$ cat src/rtl/ysyx_040978_mdu_ctrl.sv
// Issue/retire controller between the execute-stage decoder and the multiply/divide unit.
// Optional YSYX_040978_MDU_FASTPATH_EN resolves divide-by-zero and signed overflow locally.
module ysyx_040978_mdu_ctrl #(
  parameter int unsigned XLEN = 64
) (
  input  logic            clock,
  input  logic            reset,
  input  logic            flush,
  input  logic            in_valid,
  output logic            in_ready,
  input  logic [2:0]      in_funct3,
  input  logic            in_word,
  input  logic [XLEN-1:0] in_src1,
  input  logic [XLEN-1:0] in_src2,
  input  logic [4:0]      in_rd,
  output logic            mdu_mul,
  output logic            mdu_mulh,
  output logic            mdu_mulhu,
  output logic            mdu_mulhsu,
  output logic            mdu_div,
  output logic            mdu_divu,
  output logic            mdu_rem,
  output logic            mdu_remu,
  output logic [XLEN-1:0] mdu_src1,
  output logic [XLEN-1:0] mdu_src2,
  input  logic [XLEN-1:0] mdu_result,
  input  logic            mdu_ready,
  output logic            out_valid,
  input  logic            out_ready,
  output logic [XLEN-1:0] out_result,
  output logic [4:0]      out_rd
);

  localparam logic [1:0] StIdle  = 2'd0;
  localparam logic [1:0] StBusy  = 2'd1;
  localparam logic [1:0] StDone  = 2'd2;
  localparam logic [1:0] StDrain = 2'd3;

  logic [1:0]      state_q, state_d;
  logic [7:0]      op_q, op_d;
  logic            word_q, word_d;
  logic [XLEN-1:0] src1_q, src1_d;
  logic [XLEN-1:0] src2_q, src2_d;
  logic [XLEN-1:0] result_q, result_d;
  logic [4:0]      rd_q, rd_d;

  logic            word_div;
  logic [2:0]      op_sel;
  logic [XLEN-1:0] prep1, prep2;
  logic [XLEN-1:0] unit_adj;
  logic            fast_hit;
  logic [XLEN-1:0] fast_raw, fast_adj;

  // Word divides extend the low half; word multiplies of any flavour collapse onto mul.
  assign word_div = in_word & in_funct3[2];
  assign op_sel   = (in_word & ~in_funct3[2]) ? 3'd0 : in_funct3;
  assign prep1    = !word_div ? in_src1 :
                    in_funct3[0] ? {{(XLEN-32){1'b0}}, in_src1[31:0]}
                                 : {{(XLEN-32){in_src1[31]}}, in_src1[31:0]};
  assign prep2    = !word_div ? in_src2 :
                    in_funct3[0] ? {{(XLEN-32){1'b0}}, in_src2[31:0]}
                                 : {{(XLEN-32){in_src2[31]}}, in_src2[31:0]};
  assign unit_adj = word_q ? {{(XLEN-32){mdu_result[31]}}, mdu_result[31:0]} : mdu_result;

`ifdef YSYX_040978_MDU_FASTPATH_EN
  logic div_zero, min_dividend, ovf;
  assign div_zero     = (prep2 == '0);
  assign min_dividend = in_word ? (prep1 == {{(XLEN-31){1'b1}}, 31'b0})
                                : (prep1 == {1'b1, {(XLEN-1){1'b0}}});
  assign ovf          = ~in_funct3[0] & min_dividend & (prep2 == '1);
  assign fast_hit     = in_funct3[2] & (div_zero | ovf);
  // funct3[1] selects remainder over quotient
  assign fast_raw     = div_zero ? (in_funct3[1] ? prep1 : '1)
                                 : (in_funct3[1] ? '0 : prep1);
`else
  assign fast_hit     = 1'b0;
  assign fast_raw     = '0;
`endif
  assign fast_adj = in_word ? {{(XLEN-32){fast_raw[31]}}, fast_raw[31:0]} : fast_raw;

  always_comb begin
    state_d  = state_q;
    op_d     = op_q;
    word_d   = word_q;
    src1_d   = src1_q;
    src2_d   = src2_q;
    result_d = result_q;
    rd_d     = rd_q;
    case (state_q)
      StIdle: begin
        if (in_valid && !flush) begin
          word_d = in_word;
          rd_d   = in_rd;
          src1_d = prep1;
          src2_d = prep2;
          if (fast_hit) begin
            result_d = fast_adj;
            state_d  = StDone;
          end else begin
            op_d    = 8'b0000_0001 << op_sel;
            state_d = StBusy;
          end
        end
      end
      StBusy: begin
        if (flush) begin
          if (mdu_ready) begin
            op_d    = '0;
            state_d = StIdle;
          end else begin
            state_d = StDrain;
          end
        end else if (mdu_ready) begin
          op_d     = '0;
          result_d = unit_adj;
          state_d  = StDone;
        end
      end
      StDone: begin
        if (flush || out_ready) state_d = StIdle;
      end
      StDrain: begin
        // Strobe stays up until the unit finishes so it cannot relaunch the stale op.
        if (mdu_ready) begin
          op_d    = '0;
          state_d = StIdle;
        end
      end
      default: state_d = StIdle;
    endcase
  end

  always_ff @(posedge clock or negedge reset) begin
    if (!reset) begin
      state_q  <= StIdle;
      op_q     <= '0;
      word_q   <= 1'b0;
      src1_q   <= '0;
      src2_q   <= '0;
      result_q <= '0;
      rd_q     <= '0;
    end else begin
      state_q  <= state_d;
      op_q     <= op_d;
      word_q   <= word_d;
      src1_q   <= src1_d;
      src2_q   <= src2_d;
      result_q <= result_d;
      rd_q     <= rd_d;
    end
  end

  assign in_ready   = (state_q == StIdle);
  assign out_valid  = (state_q == StDone);
  assign out_result = result_q;
  assign out_rd     = rd_q;
  assign mdu_src1   = src1_q;
  assign mdu_src2   = src2_q;
  assign mdu_mul    = op_q[0];
  assign mdu_mulh   = op_q[1];
  assign mdu_mulhsu = op_q[2];
  assign mdu_mulhu  = op_q[3];
  assign mdu_div    = op_q[4];
  assign mdu_divu   = op_q[5];
  assign mdu_rem    = op_q[6];
  assign mdu_remu   = op_q[7];

endmodule

$ cat config.mk
export PLATFORM = sky130hd
export DESIGN_NAME = ysyx_040978_mdu_ctrl
export DESIGN_NICKNAME = d
export VERILOG_FILES = /design/src/rtl/ysyx_040978_mdu_ctrl.sv
export SDC_FILE = /design/constraint.sdc
export NUM_CORES = 1
export LEC_CHECK = 0
export CORE_AREA = 2 2 161 163
export DETAILED_ROUTE_END_ITERATION = 16
export DIE_AREA = 0 0 163 165
export PLACE_DENSITY = 0.72
export SYNTH_ARGS = -nofsm -noshare
export SYNTH_HDL_FRONTEND = slang
export SYNTH_SLANG_ARGS = --single-unit
$ cat constraint.sdc
create_clock -name clock -period 2.4 [get_ports clock]
set_clock_uncertainty 0.2 [all_clocks]
set_input_delay 0.48 -clock clock [delete_from_list [all_inputs] [get_ports clock]]
set_output_delay 0.48 -clock clock [all_outputs]
set_load 0.1 [all_outputs]
==> impl_metrics.csv, run 1 <==
group,metric,value,unit
status,status,"finished clean",
detailed_routing,drtPass1Iterations,4,
timing,fmax,459,MHz
detailed_routing,vias,7271,
placed_design,dp_hpwl,18800,µm
worst_setup_path,rr_worst_depth,4,
synthesis,seq_area_frac_synth,62.8,%
synthesis,yosys_register_bits,208,
global_route,overflow,0,
synthesis,syn_avg_cell_area,9.92,µm²
worst_setup_path,endpoint_kind,"primary output",
detailed_routing,viasPerCell,4.58,
die,rows,58,
synthesis,synth_top_area_cell,"dfrtp_1",
finish,utilization,52.4,%
clock_network,cts_tree,"done",
clock_network,cts_resized,0,
detailed_routing,drc,0,
worst_setup_path,crit_start,"state_q[1]",
synthesis,ys_types,25,
timing,tightest_slew,0.697,ns
global_route,antenna_found_initial,0,
timing,final_max_slew_viol_count,0,
synthesis,syn_nets,1042,
timing,rsz0062_at_grt,"no",
detailed_routing,drtIter0Drc,482,
timing,period_share,90.8,%
placed_design,place_area,12400,µm²
placed_design,gp_congestion,0.794,
clock_network,htree_levels,1,
finish,final_cell_mix,"nand2_1, buf_4, dfrtp_1, clkdlybuf4s50_1, a21oi_1",
detailed_routing,avgRoutedWirePerCell,16.2,µm
worst_setup_path,crit_path_max_fanout,7,
finish,antenna_cells,0,
min_path,min_path_type,"reg -> reg",
global_route,grt_pass1_vias,7106,
timing,tns,0,ns
run,max_cap_viol_count,0,
timing,timing.slew.headroom,53.5,%
timing,hold_slack,0.274,ns
worst_setup_path,r2r-start,"state_q[1]",
synthesis,syn_inst,835,
die,design.portCount,414,
synthesis,syn-cell-area,8280,µm²
synthesis,synth_warnings,0,
worst_setup_path,r2r_end,"op_q[0]",
worst_setup_path,arrival,1.50,ns
synthesis,synth_top_area_share,62.8,%
timing,hold_viol,0,
die,core_area,25000,µm²
die,die_h,165,µm
clock_network,max-clock-path-buffers,3,
worst_setup_path,cp.required,1.72,ns
finish,nets,1450,
worst_setup_path,regToRegSetupSlack,0.42,ns
clock_network,clkTransAtPathRegs,0.06,ns
clock_network,cts_made_buffers,24,
global_route,grt_use_total,18.0,%
clock_network,cts_num_sinks,208,
worst_setup_path,timing.critical_path.to,"out_valid",
die,die-area,26900,µm²
global_route,grt_pass1_wl,38700,µm
global_route,grt_max_degree,95,
worst_setup_path,start_kind,"flip-flop",
detailed_routing,drtAntennaViolNets,0,
finish,area_growth,58.5,%
finish,layout_commonest_cell,"nand2_1",
die,initial_core_util,33.1,%
synthesis,netlist_top_cells_area,"dfrtp_1, nand2_1, a21oi_1",
placed_design,portBuffers,413,
finish,fin_area,13100,µm²
clock_network,clk-insertion-delay-late,0.49,ns
worst_setup_path,critPathKind,"reg -> out",
detailed_routing,wl,25700,µm
clock_network,root_buffer,"clkbuf_16",
timing,setup_viol,0,
timing,finalCriticalPeriod,2.18,ns
finish,drive_gt1_share,24.8,%
die,die_w,163,µm
## worst max-delay path, cell delays in order (launching register included)
cell and delay [ns]:
dfrtp_1 0.54, nor2b_2 0.27, buf_12 0.19
## cells in the mapped netlist, drive strengths merged
| library cell | n |
|---|---|
| buf | 35 |
| and2 | 1 |
| dfrtp | 208 |
| nor2b | 1 |
| nand2b | 4 |
| nor4bb | 1 |
| nor2 | 36 |
| o2bb2ai | 5 |
| nand3 | 1 |
| clkbuf | 29 |
| nand3b | 1 |
| a22o | 3 |
| o31ai | 1 |
| inv | 1 |
| mux2 | 33 |
| nand2 | 275 |
| a32o | 1 |
| a21oi | 129 |
| and4b | 2 |
| or4b | 1 |
| o21ai | 66 |
| nor4b | 1 |
## registers in the layout (all words and copies together) (netlist names)
signal and count:
out_rd 5, mdu_src2 64, state_q 2, mdu_src1 64, op_q 8, word_q 1
out_result 64
## area by class of cell
type | instances | area [µm²]
repair buffers | 446 | 4050
multi-input cells | 562 | 2730
inverters | 1 | 3.75
well taps | 330 | 413
fillers | 2290 | 11900
clock inverters | 7 | 63.8
flip-flops and latches | 208 | 5200
clock buffers | 33 | 666
## per-stage QoR
stage	cells	worst slack, ns
2_1_floorplan	835	0.435
3_3_place_gp	1546	0.0345
3_5_place_dp	1546	-0.0371
4_1_cts	1587	0.180
5_1_grt	1587	0.142
6_report	1587	0.222
## logic make-up after synthesis
| family | count (synthesis) | synth area share [%] |
|---|---|---|
| AND/OR/NAND/NOR | 324 | 15.3 |
| buffers and inverters | 65 | 4.55 |
| multiplexers | 33 | 4.49 |
| flip-flops | 208 | 62.8 |
| AO/OA/AOI/OAI | 205 | 12.8 |
## layer usage
layer  share of wire [%]  global-route usage, %
met5                   0                      0
met2                  49                   31.2
met4                 2.4                   5.35
met1                  40                   22.3
met3                 8.2                   4.45
## timing repair
item | in CTS | in global routing
setup buffers | 0 | 0
hold endpoints to repair | 44 | 0
hold buffers | 1 | 0
setup endpoints to repair | 0 | 0
## how the worst min path moves through the flow
stage	depth (start not counted)	end	slack (ns)	from
after floorplan	0	mdu_src1[0]	-0.02	reset
after global placement	2	mdu_src2[9]	0.26	mdu_src2[9]
after detailed placement	2	mdu_src2[3]	0.26	mdu_src2[3]
after CTS	3	mdu_src1[12]	0.28	in_src1[12]
after global routing	3	mdu_src1[12]	0.29	in_src1[12]
final	2	mdu_src2[3]	0.27	mdu_src2[3]
Power of run 1 is left out: the tool's default activity adds up to more than one toggle a clock period on the data nets, which glitch-free logic cannot reach.
==> run 2, diff against run 1 <==
--- a/config.mk
+++ b/config.mk
@@ -5,10 +5,10 @@
 export SDC_FILE = /design/constraint.sdc
 export NUM_CORES = 1
 export LEC_CHECK = 0
-export CORE_AREA = 2 2 161 163
+export CORE_AREA = 2 2 160 162
 export DETAILED_ROUTE_END_ITERATION = 16
-export DIE_AREA = 0 0 163 165
-export PLACE_DENSITY = 0.72
+export DIE_AREA = 0 0 162 164
+export PLACE_DENSITY = 0.75
 export SYNTH_ARGS = -nofsm -noshare
 export SYNTH_HDL_FRONTEND = slang
 export SYNTH_SLANG_ARGS = --single-unit
==> constraint.sdc (replaced) <==
create_clock -name clock -period 1.8 [get_ports clock]
set_clock_uncertainty 0.2 [all_clocks]
set_input_delay 0.36 -clock clock [delete_from_list [all_inputs] [get_ports clock]]
set_output_delay 0.36 -clock clock [all_outputs]
set_load 0.1 [all_outputs]
==> run 2 against run 1 <==
Net effect: the run now ends with setup timing left; worst setup slack got worse by 0.49 ns; sequential cell count unchanged; utilization increased by 19 points; critical path depth increased by 4; count of clock-buffer cells in the layout increased by 3; final cell count increased by 5.0%; sequential share of layout area decreased by 10 points; routed wire length increased by 46%; design area increased by 35%; non-clock buffer count increased by 74; via count increased by 16%; critical path type is now reg -> reg.
==> impl_metrics.csv, run 2 (synthesis results as in run 1) <==
group,metric,value,unit
status,status,"finished with violations",
status,violations,"setup timing",
timing,tns,-34.03,ns
global_route,grt_pass1_vias,8494,
timing,finalCriticalPeriod,2.06,ns
worst_setup_path,cp.required,2.00,ns
clock_network,max-clock-path-buffers,3,
finish,drive_gt1_share,36.6,%
finish,nets,1526,
finish,final_cell_mix,"nand2_1, buf_12, dfrtp_1, clkdlybuf4s50_1, a21oi_1",
worst_setup_path,crit_chain,"buf_4, or4b_4, buf_8, clkbuf_16, nand2_1, o21ai_1",
worst_setup_path,crit_family,"simple AND/OR/NAND/NOR gates",
detailed_routing,drc,0,
detailed_routing,drtIter0Drc,548,
die,design.portCount,414,
worst_setup_path,worst_path_max_delay_cell,"or4b_4",
finish,fin_cells,1667,
clock_network,cts_tree,"done",
timing,fmax,485,MHz
timing,tightest_slew,0.402,ns
finish,antenna_cells,0,
worst_setup_path,endpoint_kind,"flip-flop",
finish,utilization,71.4,%
die,initial_core_util,33.4,%
finish,multi_input_area,3340,µm²
timing,timing.slew.headroom,73.2,%
placed_design,gp_congestion,0.859,
power_and_ir_drop,p_leak,7.98,nW
worst_setup_path,max_stage_delay,0.66,ns
finish,area_growth,114,%
power_and_ir_drop,power,36.7,mW
detailed_routing,vias,8413,
finish,layout_commonest_cell,"nand2_1",
global_route,grt_max_degree,71,
placed_design,dp_hpwl,21900,µm
finish,n_fill_cell,1555,
worst_setup_path,cp_num_buf_inv,3,
detailed_routing,viasPerCell,5.05,
clock_network,clk-insertion-delay-late,0.51,ns
detailed_routing,drtAntennaViolNets,0,
global_route,antenna_found_initial,0,
worst_setup_path,start_kind,"flip-flop",
die,core_area,24800,µm²
detailed_routing,drtPass1Iterations,4,
global_route,grt_use_total,23.3,%
die,die-area,26600,µm²
worst_setup_path,arrival,2.26,ns
clock_network,root_buffer,"clkbuf_16",
placed_design,portBuffers,413,
clock_network,cts_num_sinks,208,
clock_network,htree_levels,1,
power_and_ir_drop,ir_worst_vdd,0.00155,V
timing,rsz0062_at_grt,"yes",
finish,regArea,5200,µm²
clock_network,cts_made_buffers,24,
timing,setup_viol,209,
die,die_h,164,µm
detailed_routing,avgRoutedWirePerCell,22.5,µm
min_path,min_path_type,"in -> async",
timing,hold_slack,0.108,ns
power_and_ir_drop,power_density,2070,nW/µm²
timing,final_max_slew_viol_count,0,
die,rows,58,
worst_setup_path,critPathKind,"reg -> reg",
timing,hold_viol,0,
placed_design,placed_cells_incl_taps,1566,
detailed_routing,wl,37500,µm
global_route,grt_pass1_wl,48200,µm
worst_setup_path,crit_path_max_fanout,6,
global_route,overflow,0,
clock_network,clkTransAtPathRegs,0.06,ns
timing,fin_ws,-0.263,ns
timing,period_share,115,%
run,max_cap_viol_count,0,
die,die_w,162,µm
## run 2: changes by cell type in the layout (fill, tap and decap cells not counted), sizes merged
cell	previous run	this run
buf	239	292
clkbuf	34	57
clkinv	6	4
clkinvlp	0	2
or4b	1	3
bufbuf	0	1
inv	1	2
## run 2: final cells by class
class                   instances  share of cell area (%)
clock inverters                 8                   0.431
flip-flops and latches        208                    29.4
repair buffers                520                    44.8
clock buffers                  36                    4.21
well taps                     330                    2.33
multi-input cells             564                    18.8
inverters                       1                  0.0212
## run 2: path summary, 6_finish.rpt
path                       slack [ns]  depth (start not counted)        endpoint    startpoint
max                             -0.26                          6    mdu_src1[35]    state_q[1]
min                              0.11                          2  out_result[18]         reset
max reg2reg                     -0.26                          6    mdu_src1[35]    state_q[1]
min reg2reg                      0.33                          2    mdu_src1[19]  mdu_src1[19]
max in group asynchronous        0.61                          3    mdu_src2[48]         reset
min in group clock               0.18                          3    mdu_src1[19]   in_src1[19]
## run 2: per-layer routing
metal  global-route usage, %  vias to the layer above  share of wire [%]
met4                    11.0                        0                5.4
met1                    25.4                     4127                 36
met2                    42.0                      430                 51
met5                       0                        -                  0
li1                        -                     3738                  -
met3                    6.72                      118                7.8
## run 2: report_power, final
group	internal [mW]	total [mW]	switching, mW
logic	8.33	23.3	14.9
clock network	3.01	5.02	2.01
registers	6.28	8.35	2.07
## run 2: metrics by stage
| step | area [µm²] | setup WS (ns) |
|---|---|---|
| floorplan | 8300 | -0.0279 |
| global placement | 15200 | -0.419 |
| detailed placement | 15200 | -0.499 |
| CTS | 16600 | -0.225 |
| global route | 17700 | -0.308 |
| finish | 17700 | -0.263 |
## run 2: timing repair
| item | CTS | global route |
|---|---|---|
| hold buffers | 1 | 0 |
| endpoints found under the hold margin | 121 | 0 |
| gates cloned | 10 | 26 |
| resized for setup | 51 | 167 |
| setup endpoints to repair | 60 | 209 |
| buffers inserted | 13 | 10 |
| pin swaps | 3 | 11 |
Power figures use the tool's default switching activity.
